<file path="config.mk">
export PLATFORM = sky130hd
export DESIGN_NAME = exu_div_core
export DESIGN_NICKNAME = d
export VERILOG_FILES = /design/src/rtl/exu_div_core.sv
export SDC_FILE = /design/constraint.sdc
export NUM_CORES = 1
export LEC_CHECK = 0
export ABC_AREA = 1
export CAP_MARGIN = 20
export CORE_UTILIZATION = 37
export DETAILED_ROUTE_END_ITERATION = 6
export PLACE_DENSITY_LB_ADDON = 0.1
export SLEW_MARGIN = 20
export SYNTH_ARGS = -nofsm -noshare
export SYNTH_HDL_FRONTEND = slang
export SYNTH_SLANG_ARGS = --single-unit
</file>
<file path="constraint.sdc">
create_clock -name clk -period 2.74 [get_ports clk]
set_clock_uncertainty 0.1 [all_clocks]
set_input_delay 0.548 -clock clk [delete_from_list [all_inputs] [get_ports clk]]
set_output_delay 0.548 -clock clk [all_outputs]
set_load 0.005 [all_outputs]
</file>
<file path="src/rtl/exu_div_core.sv">
// Integer divide slice for slot I0: radix-2 restoring divider on operand
// magnitudes, 32 iterations plus a sign-fix step, with an optional fast finish.
module exu_div_core #(
  parameter int XLEN = 32
) (
  input  logic            clk,
  input  logic            rst_l,
  input  logic            dec_tlu_fast_div_disable,
  input  logic            dec_i0_div_d,
  input  logic            div_p_valid,
  input  logic            div_p_unsign,
  input  logic            div_p_rem,
  input  logic [XLEN-1:0] gpr_i0_rs1_d,
  input  logic [XLEN-1:0] gpr_i0_rs2_d,
  input  logic            dec_tlu_flush_lower_wb,
  output logic [XLEN-1:0] exu_div_result,
  output logic            exu_div_finish,
  output logic            exu_div_stall
);

  localparam int CW = $clog2(XLEN);
  localparam logic [CW-1:0] LAST = CW'(XLEN - 1);

  typedef enum logic [2:0] {IDLE, FAST, RUN, FIX, DONE} state_t;

  state_t          state_q;
  logic [CW-1:0]   cnt_q;
  logic [XLEN-1:0] a_q;      // dividend magnitude, shifts into quotient
  logic [XLEN-1:0] b_q;      // divisor magnitude
  logic [XLEN-1:0] r_q;      // partial remainder
  logic [XLEN-1:0] stage_q;
  logic [XLEN-1:0] result_q;
  logic            finish_q, stall_q;
  logic            rem_q, s1_q, s2_q, dz_q;

  logic            start;
  logic            fast_ok;
  logic [XLEN-1:0] mag1, mag2;
  logic [XLEN:0]   r_sh, diff;
  logic [XLEN-1:0] q_fix, r_fix, rs1_back;

  always_comb begin
    start    = dec_i0_div_d & div_p_valid;
    mag1     = (!div_p_unsign && gpr_i0_rs1_d[XLEN-1]) ? -gpr_i0_rs1_d : gpr_i0_rs1_d;
    mag2     = (!div_p_unsign && gpr_i0_rs2_d[XLEN-1]) ? -gpr_i0_rs2_d : gpr_i0_rs2_d;
    fast_ok  = !dec_tlu_fast_div_disable &&
               ((gpr_i0_rs2_d == '0) || (mag1 < mag2));
    r_sh     = {r_q, a_q[XLEN-1]};
    diff     = r_sh - {1'b0, b_q};
    q_fix    = (s1_q ^ s2_q) ? -a_q : a_q;
    r_fix    = s1_q ? -r_q : r_q;
    // On the fast path a_q still holds |rs1|; re-applying the sign recovers rs1.
    rs1_back = s1_q ? -a_q : a_q;
  end

  always_ff @(posedge clk or negedge rst_l) begin
    if (!rst_l) begin
      state_q  <= IDLE;
      cnt_q    <= '0;
      a_q      <= '0;
      b_q      <= '0;
      r_q      <= '0;
      stage_q  <= '0;
      result_q <= '0;
      finish_q <= 1'b0;
      stall_q  <= 1'b0;
      rem_q    <= 1'b0;
      s1_q     <= 1'b0;
      s2_q     <= 1'b0;
      dz_q     <= 1'b0;
    end else if (dec_tlu_flush_lower_wb) begin
      state_q  <= IDLE;
      cnt_q    <= '0;
      finish_q <= 1'b0;
      stall_q  <= 1'b0;
    end else begin
      finish_q <= 1'b0;
      // Stall covers the finish cycle itself, then drops unless a new op starts.
      if (finish_q) stall_q <= 1'b0;
      case (state_q)
        IDLE: begin
          if (start) begin
            a_q     <= mag1;
            b_q     <= mag2;
            r_q     <= '0;
            cnt_q   <= '0;
            rem_q   <= div_p_rem;
            s1_q    <= !div_p_unsign && gpr_i0_rs1_d[XLEN-1];
            s2_q    <= !div_p_unsign && gpr_i0_rs2_d[XLEN-1];
            dz_q    <= (gpr_i0_rs2_d == '0);
            stall_q <= 1'b1;
            state_q <= fast_ok ? FAST : RUN;
          end
        end
        FAST: begin
          stage_q <= rem_q ? rs1_back : (dz_q ? '1 : '0);
          state_q <= DONE;
        end
        RUN: begin
          if (!diff[XLEN]) begin
            r_q <= diff[XLEN-1:0];
            a_q <= {a_q[XLEN-2:0], 1'b1};
          end else begin
            r_q <= r_sh[XLEN-1:0];
            a_q <= {a_q[XLEN-2:0], 1'b0};
          end
          cnt_q <= cnt_q + 1'b1;
          if (cnt_q == LAST) state_q <= FIX;
        end
        FIX: begin
          stage_q <= rem_q ? r_fix : (dz_q ? '1 : q_fix);
          state_q <= DONE;
        end
        DONE: begin
          result_q <= stage_q;
          finish_q <= 1'b1;
          state_q  <= IDLE;
        end
        default: state_q <= IDLE;
      endcase
    end
  end

  assign exu_div_result = result_q;
  assign exu_div_finish = finish_q;
  assign exu_div_stall  = stall_q;

endmodule

</file>
==> impl_metrics.env <==
export IMPL_cts_max_path_buffers=2
export IMPL_seq_area_um2=4354
export IMPL_synth_top_area_share=0.2887
export IMPL_ir_worst_vdd_mv=0.4423
export IMPL_powerDensity_nw_per_um2=952.8
export IMPL_fin_crit_ps=2841
export IMPL_rows=73
export IMPL_met3_length_um=3437
export IMPL_fin_area_um2=20780
export IMPL_status="complete, but fails checks"
export IMPL_leakagePower_nw=10.60
export IMPL_ctsRootBufferMaster="clkbuf_16"
export IMPL_slew_viol_final=0
export IMPL_maxCapViolCount=0
export IMPL_worst_pin_slew_ps=710.0
export IMPL_fp_dieH_um=203.9
export IMPL_multiInputGateArea_um2=10110
export IMPL_clk_pin_slew_ps=80
export IMPL_postSynthAreaPerCell_um2=6.309
export IMPL_htreeDepth=4
export IMPL_synth_area_um2=15080
export IMPL_num_antenna_cells=0
export IMPL_via_per_inst=5.131
export IMPL_initial_core_util=0.3769
export IMPL_timing_final_crit_share=1.037
export IMPL_drt_wirelength_per_cell_um=17.52
export IMPL_setup_ws_ps=-100.7
export IMPL_drt_total_wl_um=58630
export IMPL_drive_above_1_share=0.2265
export IMPL_timing_rr_start="a_q[31]$_DFFE_PN0P_"
export IMPL_ys_seq_elements=174
export IMPL_grt_overflow=0
export IMPL_synth_edff_count=0
export IMPL_synth_cells=2390
export IMPL_ys_seq_area_frac=0.2887
export IMPL_synthToLayoutAreaGrowth_pct=37.80
export IMPL_start_kind="input port"
export IMPL_ys_warn_count=0
export IMPL_grt_total_usage=0.2829
export IMPL_ys_flop_type="dfrtp_1"
export IMPL_portBuffers=105
export IMPL_synth_top_cell_by_area="dfrtp_1"
export IMPL_top_layer_used="met4"
export IMPL_hold_path_end="exu_div_result[15]$_DFFE_PN0P_"
export IMPL_power_mw=19.80
export IMPL_place_area_um2=18790
export IMPL_cp_end_kind="flip-flop"
export IMPL_reg2regPathDepth=18
export IMPL_cts_sinks=174
export IMPL_grt_pass1_vias=16350
export IMPL_fin_tns_setup_ps=-194.3
export IMPL_core_area_um2=40010
export IMPL_drc=0
export IMPL_drtIter0Drc=1552
export IMPL_nets=2950
export IMPL_antenna_found_initial=0
export IMPL_dp_hpwl_um=45250
export IMPL_num_fill_cells=4119
export IMPL_wl_met2_um=25900
export IMPL_dr_pass1_iters=6
export IMPL_slew_headroom=0.5237
export IMPL_drt_antenna_violating_nets=0
export IMPL_async_flop_share=1.000
export IMPL_cp_required_ps=3000
export IMPL_min_from="stage_q[15]$_DFFE_PN0P_"
export IMPL_rrSetupSlack_ps=70
export IMPL_yosys_top_cells_area="dfrtp_1 29%, nand2_1 19%, nand3_1 7.1%"
export IMPL_grt_pass1_wl_um=91060
export IMPL_min_path_type="reg -> reg"
export IMPL_fmax_mhz=352.0
export IMPL_synth_common_cells="756 x nand2_1, 255 x inv_1, 215 x nand3_1, 202 x o21ai_0, 198 x nor2_1"
export IMPL_cp_max_fo=7
export IMPL_hold_viol=0
export IMPL_r2r_end="r_q[21]$_DFFE_PN0P_"
export IMPL_dpl_cell_count=3227
export IMPL_rsz0062_at_grt="yes"
export IMPL_cts_tree="built"
export IMPL_met1_length_um=27230
export IMPL_worstSetupPathType="in -> reg"
export IMPL_synth_nets=2532
export IMPL_cp_data_arrival_time_ps=3100
export IMPL_setup_viol=2
export IMPL_fin_util=0.5194
export IMPL_gp_congestion=0.9777
export IMPL_grt_max_degree=73
export IMPL_io_pins=106
export IMPL_die_w_um=203.9
export IMPL_vias=17170
export IMPL_violations="setup timing"
export IMPL_ys_types=51
export IMPL_yosysMostFrequentCell="nand2_1"
export IMPL_hold_depth=2
export IMPL_fin_cells=3346
export IMPL_cts_buffers=17
export IMPL_dieArea_um2=41570
export IMPL_insertion_delay_ps=470
sequential cells by signal, summed over array words and instances (netlist names):
name,count
rem_q,1
a_q,32
exu_div_stall,1
exu_div_result,32
state_q,3
exu_div_finish,1
b_q,32
cnt_q,5
dz_q,1
r_q,32
s2_q,1
s1_q,1
stage_q,32
per-layer routing:
layer,track usage,vias to the layer above
met3,0.04464,77
li1,-,8614
met4,0.1120,0
met2,0.4405,503
met5,0,-
met1,0.3903,7975
how the worst max path moves through the flow:
stage | startpoint | depth (start not counted) | to | slack, ps
floorplan | gpr_i0_rs2_d[3] | 19 | state_q[1]$_DFFE_PN0P_ | -140
global placement | gpr_i0_rs2_d[3] | 20 | state_q[1]$_DFFE_PN0P_ | -1150
detailed placement | gpr_i0_rs2_d[3] | 20 | state_q[1]$_DFFE_PN0P_ | -1160
CTS | gpr_i0_rs1_d[2] | 21 | state_q[1]$_DFFE_PN0P_ | -120
global route | gpr_i0_rs1_d[7] | 19 | state_q[1]$_DFFE_PN0P_ | -330
finish | gpr_i0_rs1_d[31] | 18 | state_q[1]$_DFFE_PN0P_ | -100
where the power goes:
group / switching [mW] / internal (mW)
registers: 0.875 / 3.54
logic: 8.21 / 4.75
clock network: 1.16 / 1.27
cell families (layout without fill, tap and decap cells):
logic type | after synthesis | count (layout) | synth area share
buf+inv | 347 | 775 | 0.09061
xor+xnor | 81 | 81 | 0.04705
simple gates | 1289 | 1292 | 0.3645
compound gates | 429 | 429 | 0.1505
flops | 174 | 174 | 0.2887
fa+ha+maj | 70 | 70 | 0.05858
stage by stage:
| stage | hold WS (ps) | setup slack [ps] |
|---|---|---|
| 4_1_cts | 380.5 | -122.9 |
| 2_1_floorplan | 152.4 | -141.5 |
| 3_5_place_dp | 362.1 | -1164 |
| 6_report | 375.7 | -100.7 |
| 5_1_grt | 400.1 | -330.9 |
| 3_3_place_gp | 354.0 | -1155 |
timing repair:
action	4_1_cts	5_1_grt
gates resized for setup	214	93
pin swaps	95	58
hold buffers	1	0
setup buffers	65	16
hold endpoints to repair	28	0
gates cloned	2	6
setup endpoints to repair	7	39
critical path: stages:
cell             delay, ps
clkdlybuf4s50_1        470
inv_2                   60
nor2_4                 150
buf_6                  160
buf_6                  130
o21ai_0                110
xnor2_1                310
ha_1                   330
a21oi_2                140
o21ai_1                 80
a21oi_1                120
nand2_1                 70
nand2_1                 60
nand2_1                 60
nand2_2                110
nand2_2                 80
nand2_2                 60
a21oi_2                 40
layout by cell type (no fill, tap or decap), types with 17 or more instances in the layout:
cell and n:
nand2_1 723, buf_4 347, inv_1 223, nand3_1 201
o21ai_0 195, dfrtp_1 174, nor2_1 167, a21oi_1 158
ha_1 57, xor2_1 56, clkdlybuf4s50_1 54, nand2_2 44
nand4_1 30, nor2_2 29, inv_2 28, dlygate4sd2_1 26
clkbuf_16 20, buf_6 20, o21ai_1 19, xnor2_1 18
nand3_2 17
cell type report:
class | count | share of cell area
Sequential cell | 174 | 0.2095
Clock inverter | 12 | 0.005660
Clock buffer | 20 | 0.02246
Timing Repair Buffer | 479 | 0.1946
Tap cell | 525 | 0.03161
Inverter | 264 | 0.04961
Multi-Input combinational cell | 1872 | 0.4865
(Power assumes the default switching activity.)
